### src/rtl/am_multi_ctl.sv
// ---------------------------------------------------------------------------
// am_multi_ctl
//
// Multi-channel motor action controller. Each of C_CH independent channels
// takes one motion request through a valid/ready handshake and sequences the
// start/stop/modify-remain command port of one motor driver. A request is
// either an open-loop move (absolute target or relative step) or an
// image-dependent closed-loop move. In the closed-loop case the image
// processor steers the motor with correction strobes, and the number of
// starts per request is bounded. Each channel has a start and a stop timeout,
// accepts an abort, and reports done/error status.
//
// Ports (channel i occupies bit i, or slice [i*W +: W] of the wide buses):
//   clk, resetn       clock; synchronous active-low reset
//   req_valid/ready   request handshake (ready = channel idle)
//   req_abs           absolute move (open-loop only)
//   req_dep_img       image-dependent closed-loop mode
//   req_speed/step    speed word and signed step/target
//   abort             abort the active request
//   exe_done/err      completion status, held until the next accept
//   m_sel             driver select, follows resetn
//   m_state/m_rt_dir  driver running flag and direction (1 = negative)
//   m_start/stop/mod_remain  one-cycle command pulses
//   m_speed/step/abs  start parameters, held from one start to the next
//   m_new_remain      new remaining steps for m_mod_remain
//   img_pulse/step/ok/should_start  image processor result
// ---------------------------------------------------------------------------
module am_multi_ctl #(
  parameter int C_CH                = 4,
  parameter int C_STEP_NUMBER_WIDTH = 32,
  parameter int C_SPEED_DATA_WIDTH  = 32,
  parameter int C_TIMEOUT_WIDTH     = 24,
  parameter int C_START_TIMEOUT     = 1000000,
  parameter int C_STOP_TIMEOUT      = 1000000,
  parameter int C_MAX_IMG_ITER      = 16
) (
  input  logic                                clk,
  input  logic                                resetn,
  input  logic [C_CH-1:0]                     req_valid,
  output logic [C_CH-1:0]                     req_ready,
  input  logic [C_CH-1:0]                     req_abs,
  input  logic [C_CH-1:0]                     req_dep_img,
  input  logic [C_CH*C_SPEED_DATA_WIDTH-1:0]  req_speed,
  input  logic [C_CH*C_STEP_NUMBER_WIDTH-1:0] req_step,
  input  logic [C_CH-1:0]                     abort,
  output logic [C_CH-1:0]                     exe_done,
  output logic [C_CH-1:0]                     exe_err,
  output logic [C_CH-1:0]                     m_sel,
  input  logic [C_CH-1:0]                     m_state,
  input  logic [C_CH-1:0]                     m_rt_dir,
  output logic [C_CH-1:0]                     m_start,
  output logic [C_CH-1:0]                     m_stop,
  output logic [C_CH-1:0]                     m_mod_remain,
  output logic [C_CH*C_SPEED_DATA_WIDTH-1:0]  m_speed,
  output logic [C_CH*C_STEP_NUMBER_WIDTH-1:0] m_step,
  output logic [C_CH-1:0]                     m_abs,
  output logic [C_CH*C_STEP_NUMBER_WIDTH-1:0] m_new_remain,
  input  logic [C_CH-1:0]                     img_pulse,
  input  logic [C_CH*C_STEP_NUMBER_WIDTH-1:0] img_step,
  input  logic [C_CH-1:0]                     img_ok,
  input  logic [C_CH-1:0]                     img_should_start
);

  localparam int SW = C_STEP_NUMBER_WIDTH;
  localparam int VW = C_SPEED_DATA_WIDTH;
  localparam int TW = C_TIMEOUT_WIDTH;
  localparam int IW = $clog2(C_MAX_IMG_ITER + 1);

  // The timer reads 0 in the cycle the command pulse is on the port, so a
  // match on N-1 makes the registered done land exactly N cycles later.
  localparam logic [TW-1:0] START_LAST = TW'(C_START_TIMEOUT - 1);
  localparam logic [TW-1:0] STOP_LAST  = TW'(C_STOP_TIMEOUT - 1);
  localparam logic [IW-1:0] MAX_ITER   = IW'(C_MAX_IMG_ITER);

  typedef enum logic [2:0] {
    ST_IDLE, ST_LAUNCH, ST_WAIT_RUN, ST_RUN, ST_IMG_WAIT, ST_STOPPING
  } state_e;

  // Why a channel is waiting for the motor to stop.
  typedef enum logic [1:0] {
    WHY_OK, WHY_RESTART, WHY_ABORT
  } why_e;

  function automatic logic [TW-1:0] sat_inc(input logic [TW-1:0] v);
    return (&v) ? v : v + TW'(1);
  endfunction

  assign m_sel = {C_CH{resetn}};

  for (genvar i = 0; i < C_CH; i++) begin : g_ch
    logic [VW-1:0]        req_speed_w;
    logic signed [SW-1:0] req_step_w;
    logic signed [SW-1:0] img_step_w;

    assign req_speed_w = req_speed[i*VW +: VW];
    assign req_step_w  = $signed(req_step[i*SW +: SW]);
    assign img_step_w  = $signed(img_step[i*SW +: SW]);

    state_e               state_q, state_d;
    why_e                 why_q, why_d, why_eff;
    logic [TW-1:0]        timer_q, timer_d;
    logic [IW-1:0]        iter_q, iter_d;
    logic                 img_mode_q, img_mode_d;
    logic                 abs_q, abs_d;
    logic [VW-1:0]        speed_q, speed_d;
    logic signed [SW-1:0] step_q, step_d;
    logic                 abort_pend_q, abort_pend_d;
    logic                 done_q, done_d;
    logic                 err_q, err_d;
    logic                 start_q, start_d;
    logic                 stop_q, stop_d;
    logic                 mod_q, mod_d;
    logic [VW-1:0]        m_speed_q, m_speed_d;
    logic signed [SW-1:0] m_step_q, m_step_d;
    logic                 m_abs_q, m_abs_d;
    logic signed [SW-1:0] new_rem_q, new_rem_d;
    logic                 abort_req, cmd_busy, fin, fin_err;

    always_comb begin
      state_d      = state_q;
      why_d        = why_q;
      why_eff      = why_q;
      timer_d      = sat_inc(timer_q);
      iter_d       = iter_q;
      img_mode_d   = img_mode_q;
      abs_d        = abs_q;
      speed_d      = speed_q;
      step_d       = step_q;
      abort_pend_d = abort_pend_q;
      done_d       = done_q;
      err_d        = err_q;
      start_d      = 1'b0;
      stop_d       = 1'b0;
      mod_d        = 1'b0;
      m_speed_d    = m_speed_q;
      m_step_d     = m_step_q;
      m_abs_d      = m_abs_q;
      new_rem_d    = new_rem_q;
      fin          = 1'b0;
      fin_err      = 1'b0;
      // An abort arriving while a command pulse is still on the port is
      // remembered, so the stop it triggers never follows a pulse directly.
      abort_req    = abort[i] | abort_pend_q;
      cmd_busy     = start_q | stop_q | mod_q;

      if (state_q == ST_IDLE) begin
        abort_pend_d = 1'b0;
        if (req_valid[i]) begin
          img_mode_d = req_dep_img[i];
          abs_d      = req_abs[i];
          speed_d    = req_speed_w;
          step_d     = req_step_w;
          iter_d     = '0;
          why_d      = WHY_OK;
          done_d     = 1'b0;
          err_d      = 1'b0;
          if (req_dep_img[i]) begin
            state_d = ST_IMG_WAIT;
          end else if (!req_abs[i] && (req_step_w == '0)) begin
            // Zero relative move: nothing to do, report done at once.
            done_d = 1'b1;
          end else begin
            state_d = ST_LAUNCH;
          end
        end
      end else if (state_q == ST_STOPPING) begin
        // The stop is already out; an abort only changes the outcome.
        if (abort_req) why_eff = WHY_ABORT;
        why_d        = why_eff;
        abort_pend_d = 1'b0;
        if (timer_q == STOP_LAST) begin
          fin     = 1'b1;
          fin_err = 1'b1;
        end else if (!m_state[i]) begin
          case (why_eff)
            WHY_RESTART: begin
              if (iter_q < MAX_ITER) begin
                state_d = ST_LAUNCH;
              end else begin
                fin     = 1'b1;
                fin_err = 1'b1;
              end
            end
            WHY_OK:  fin = 1'b1;
            default: begin
              fin     = 1'b1;
              fin_err = 1'b1;
            end
          endcase
        end
      end else if (abort_req) begin
        if (m_state[i]) begin
          if (cmd_busy) begin
            abort_pend_d = 1'b1;
          end else begin
            stop_d       = 1'b1;
            why_d        = WHY_ABORT;
            abort_pend_d = 1'b0;
            timer_d      = '0;
            state_d      = ST_STOPPING;
          end
        end else begin
          fin     = 1'b1;
          fin_err = 1'b1;
        end
      end else begin
        case (state_q)
          ST_LAUNCH: begin
            start_d   = 1'b1;
            m_speed_d = speed_q;
            m_step_d  = step_q;
            if (img_mode_q) begin
              m_abs_d = 1'b0;
              iter_d  = iter_q + IW'(1);
            end else begin
              m_abs_d = abs_q;
            end
            timer_d = '0;
            state_d = ST_WAIT_RUN;
          end
          ST_WAIT_RUN: begin
            if (timer_q == START_LAST) begin
              fin     = 1'b1;
              fin_err = 1'b1;
            end else if (m_state[i]) begin
              state_d = ST_RUN;
            end
          end
          ST_RUN: begin
            if (!m_state[i]) begin
              if (img_mode_q) state_d = ST_IMG_WAIT;
              else            fin     = 1'b1;
            end else if (img_mode_q && img_pulse[i] && !cmd_busy) begin
              if (img_ok[i]) begin
                stop_d  = 1'b1;
                why_d   = WHY_OK;
                timer_d = '0;
                state_d = ST_STOPPING;
              end else if (img_step_w[SW-1] == m_rt_dir[i]) begin
                // Correction points the way we are already going: retarget.
                mod_d     = 1'b1;
                new_rem_d = img_step_w;
              end else begin
                // Correction reverses direction: stop, then restart with it.
                stop_d  = 1'b1;
                step_d  = img_step_w;
                why_d   = WHY_RESTART;
                timer_d = '0;
                state_d = ST_STOPPING;
              end
            end
          end
          ST_IMG_WAIT: begin
            if (img_pulse[i]) begin
              if (img_ok[i]) begin
                fin = 1'b1;
              end else if (img_should_start[i] && (img_step_w != '0)) begin
                if (iter_q < MAX_ITER) begin
                  step_d  = img_step_w;
                  state_d = ST_LAUNCH;
                end else begin
                  fin     = 1'b1;
                  fin_err = 1'b1;
                end
              end
            end
          end
          default: state_d = ST_IDLE;
        endcase
      end

      if (fin) begin
        state_d      = ST_IDLE;
        done_d       = 1'b1;
        err_d        = fin_err;
        abort_pend_d = 1'b0;
      end
    end

    always_ff @(posedge clk) begin
      if (!resetn) begin
        state_q      <= ST_IDLE;
        why_q        <= WHY_OK;
        timer_q      <= '0;
        iter_q       <= '0;
        img_mode_q   <= 1'b0;
        abs_q        <= 1'b0;
        speed_q      <= '0;
        step_q       <= '0;
        abort_pend_q <= 1'b0;
        done_q       <= 1'b0;
        err_q        <= 1'b0;
        start_q      <= 1'b0;
        stop_q       <= 1'b0;
        mod_q        <= 1'b0;
        m_speed_q    <= '0;
        m_step_q     <= '0;
        m_abs_q      <= 1'b0;
        new_rem_q    <= '0;
      end else begin
        state_q      <= state_d;
        why_q        <= why_d;
        timer_q      <= timer_d;
        iter_q       <= iter_d;
        img_mode_q   <= img_mode_d;
        abs_q        <= abs_d;
        speed_q      <= speed_d;
        step_q       <= step_d;
        abort_pend_q <= abort_pend_d;
        done_q       <= done_d;
        err_q        <= err_d;
        start_q      <= start_d;
        stop_q       <= stop_d;
        mod_q        <= mod_d;
        m_speed_q    <= m_speed_d;
        m_step_q     <= m_step_d;
        m_abs_q      <= m_abs_d;
        new_rem_q    <= new_rem_d;
      end
    end

    assign req_ready[i]               = (state_q == ST_IDLE);
    assign exe_done[i]                = done_q;
    assign exe_err[i]                 = err_q;
    assign m_start[i]                 = start_q;
    assign m_stop[i]                  = stop_q;
    assign m_mod_remain[i]            = mod_q;
    assign m_speed[i*VW +: VW]        = m_speed_q;
    assign m_step[i*SW +: SW]         = m_step_q;
    assign m_abs[i]                   = m_abs_q;
    assign m_new_remain[i*SW +: SW]   = new_rem_q;
  end

endmodule
### config.mk
export PLATFORM = sky130hd
export DESIGN_NAME = am_multi_ctl
export DESIGN_NICKNAME = d
export VERILOG_FILES = /design/src/rtl/am_multi_ctl.sv
export SDC_FILE = /design/constraint.sdc
export NUM_CORES = 2
export LEC_CHECK = 0
export ABC_AREA = 1
export CORE_AREA = 5 5 319 321
export CTS_CLUSTER_DIAMETER = 50
export DETAILED_ROUTE_END_ITERATION = 10
export DIE_AREA = 0 0 324 326
export SLEW_MARGIN = 40
export SYNTH_ARGS = -nofsm -noshare
export SYNTH_HDL_FRONTEND = slang
export SYNTH_SLANG_ARGS = --single-unit
### constraint.sdc
create_clock -name clk -period 2.7 [get_ports clk]
set_clock_uncertainty 0.05 [all_clocks]
set_input_delay 0.54 -clock clk [delete_from_list [all_inputs] [get_ports clk]]
set_output_delay 0.54 -clock clk [all_outputs]
set_load 0.02 [all_outputs]
==> out/results.txt <==
Crit Path Max Fanout: 2
DRC viols: 0
Synthesized flop and latch total: 812
Share of layout cells above drive strength 1: 0.0787
WL final: 127,000 µm
CTS Sinks: 812
CP cell instances: clkdlybuf4s50_1
Final setup viols: 0
Global route total overflow: 0
Synth warn: 0
Cells after synthesis: 4,778
Sequential element share of the synthesized area: 0.473
Number of flops mapped to enable cells by yosys: 0
Cell variety after synth: 54
CP max stage cell: clkdlybuf4s50_1
Nets@finish: 6,051
Leading area contributor after synthesis: dfxtp_1
Clock Tree Root: clkbuf_16
TritonCTS clock tree: done
1st-pass router iterations: 6
Rows: 116
TritonCTS Buffers: 109
CTS H-tree depth: 3
Hold_buf cts: 0
WP buf/inv: 1
Setup crit end kind: output pin
Worst VDD drop: 0.599 mV
HPWL after DPL: 94,900 µm
Clk slew on worst S/H paths: 0.06 ns
Vias in the first global route: 33.0k
Initial antenna violation count: 13
Initial core utilization: 0.347
Global-route wire length before repair: 192,000 µm
DR vias: 34.1k
RSZ-0062 raised after global routing: no
Setup CP Type: flip-flop to output pin
Via/cell ratio: 4.87
Worst Tran Pin Value: 0.725 ns
CP startpoint kind: flip-flop
Filler cells: 9,813
WP data required: 2.11 ns
Initial DRC Count: 2,476
Layout overhead on the synthesized area: 41.1%
Type of the most critical hold path: input port to flip-flop
Syn Nets: 5,208
Crit path time final: 2.57 ns
Main synth FF type: dfxtp_1
Status: finished clean
DIE AREA: 106,000 µm²
Clock Tree Buf Depth: 3
Area contributors post-synth: dfxtp_1 47%, nor2_1 11%, o21ai_0 9.3%
Mapped cell area: 34,300 µm²
Clock insertion delay at the later pin of the skew report: 0.67 ns
Worst slew margin: 0.515
Final std cells w/o fill: 7,015
Drt wl/cell: 18.1 µm
Die W: 324 µm
Final Hold Vio Count: 0
GPL Wtd Cong: 0.926
Leak: 0.0198 µW
Synth top area share: 0.473
FMAX: 389 MHz
Final TNS setup: 0 ns
Max incr delay on CP: 0.96 ns
Max-slew violation count: 0
Detail Route Antenna Nets: 0
PwrDens: 918 nW/µm²
Synthesized area per cell: 7.19 µm²
Core ar.: 99,000 µm²
Dpl cells: 6,804
Max-cap violation count: 0
Asr flop ratio synth: 0
I/O pins: 838
Total track usage: 0.229
WP data arrival: 1.98 ns
Worst path top cell family by delay: buffers and inverters
Port Buf Inserts: 837
Period Utilization, post-route: 0.953
Chip Height: 326 µm
Largest net degree at the start of global routing: 163
[state kept, by name (all words and copies together) (netlist names), 8 cells and up]
register,count
g_ch.state_q,12
g_ch.m_speed_q,128
g_ch.why_q,8
g_ch.iter_q,20
g_ch.speed_q,128
g_ch.m_step_q,128
g_ch.new_rem_q,128
g_ch.step_q,128
g_ch.timer_q,96
[what timing repair did]
action	4_1_cts	5_1_grt
gates resized for setup	4	1
setup buffers	0	4
cloned	0	0
endpoints found under the setup margin	4	2
pin swaps	0	1
[path summary, 6_finish.rpt]
check / end / start / depth (start not counted) / slack, ns
hold / removal: g_ch[0].err_q / resetn / 3 / 0.18
setup / recovery: m_step[7] / g_ch[0].m_step_q[7] / 1 / 0.13
hold reg to reg: g_ch[2].m_step_q[5] / g_ch[2].step_q[5] / 2 / 0.39
setup reg to reg: g_ch[0].state_q[0] / g_ch[0].timer_q[0] / 13 / 0.37
[stage by stage]
step	hold WS [ns]	setup slack [ns]	utilization	power, µW	area (µm²)
floorplan	0.374	0.629	-	24200	34300
global placement	0.390	-0.306	0.452	30200	44700
detailed placement	0.394	-0.358	0.452	30300	44700
CTS	0.106	0.0529	0.489	44800	48400
global route	0.153	0.0264	0.489	47100	48400
finish	0.181	0.128	0.489	44500	48400
[cell usage after synthesis (27+ instances only)]
| master | n |
|---|---|
| a31oi_1 | 57 |
| o21ai_1 | 29 |
| nor3_1 | 77 |
| inv_1 | 463 |
| dfxtp_1 | 812 |
| buf_4 | 31 |
| nand2_1 | 648 |
| a21oi_2 | 27 |
| nand3_1 | 98 |
| xor2_1 | 44 |
| clkbuf_1 | 193 |
| a21oi_1 | 324 |
| o21ai_0 | 636 |
| a211oi_1 | 100 |
| nand4_1 | 55 |
| buf_2 | 30 |
| nor2_1 | 986 |
[worst min-delay path, delay by kind of cell]
family / cells / cell delay, ns
and+or+nand+nor: 2 / 0.12
buffers and inverters: 1 / 0.16
[cells in the final DEF, fill, tap and decap left out, types with 11 or more instances in the layout]
cell type,count
a211oi_1,100
a21oi_1,324
a21oi_2,27
a31oi_1,57
buf_12,26
buf_4,150
clkbuf_1,20
clkbuf_16,112
clkbuf_8,15
clkdlybuf4s50_1,831
clkinv_2,11
dfxtp_1,812
inv_1,460
inv_2,16
inv_6,12
nand2_1,648
nand3_1,97
nand4_1,55
nor2_1,981
nor3_1,77
nor3b_1,11
nor4_1,23
o21ai_0,636
o21ai_1,29
or2_2,17
xor2_1,44
[cells by family after synthesis]
group,after synthesis,share of synthesized area
compound gates,1195,0.189
xor+xnor,54,0.0138
fa+ha+maj,8,0.00292
buf+inv,761,0.0886
flops,812,0.473
simple gates,1948,0.233
[per-layer routing]
| layer | track usage | vias to the layer above | part of all wire |
|---|---|---|---|
| met2 | 0.378 | 1022 | 0.46 |
| li1 | - | 17273 | - |
| met4 | 0.0869 | 8 | 0.035 |
| met5 | 0 | - | 0.00039 |
| met3 | 0.0641 | 201 | 0.079 |
| met1 | 0.285 | 15629 | 0.42 |
[report_power, final]
| group | internal, µW | switching [µW] | total, µW |
|---|---|---|---|
| Sequential | 14300 | 1220 | 15600 |
| Combinational | 5340 | 9240 | 14600 |
| Clock | 8650 | 5700 | 14300 |
[area by class of cell]
class / instances / area [µm²] / share of cell area
Antenna cell: 10 / 25.0 / 0.000517
Timing Repair Buffer: 1012 / 10000 / 0.207
Inverter: 481 / 1810 / 0.0374
Clock inverter: 50 / 549 / 0.0113
Sequential cell: 812 / 16300 / 0.336
Clock buffer: 147 / 3080 / 0.0637
Tap cell: 1298 / 1620 / 0.0335
Multi-Input combinational cell: 3205 / 15100 / 0.311
Note: power is estimated with default switching activity, not from simulation.
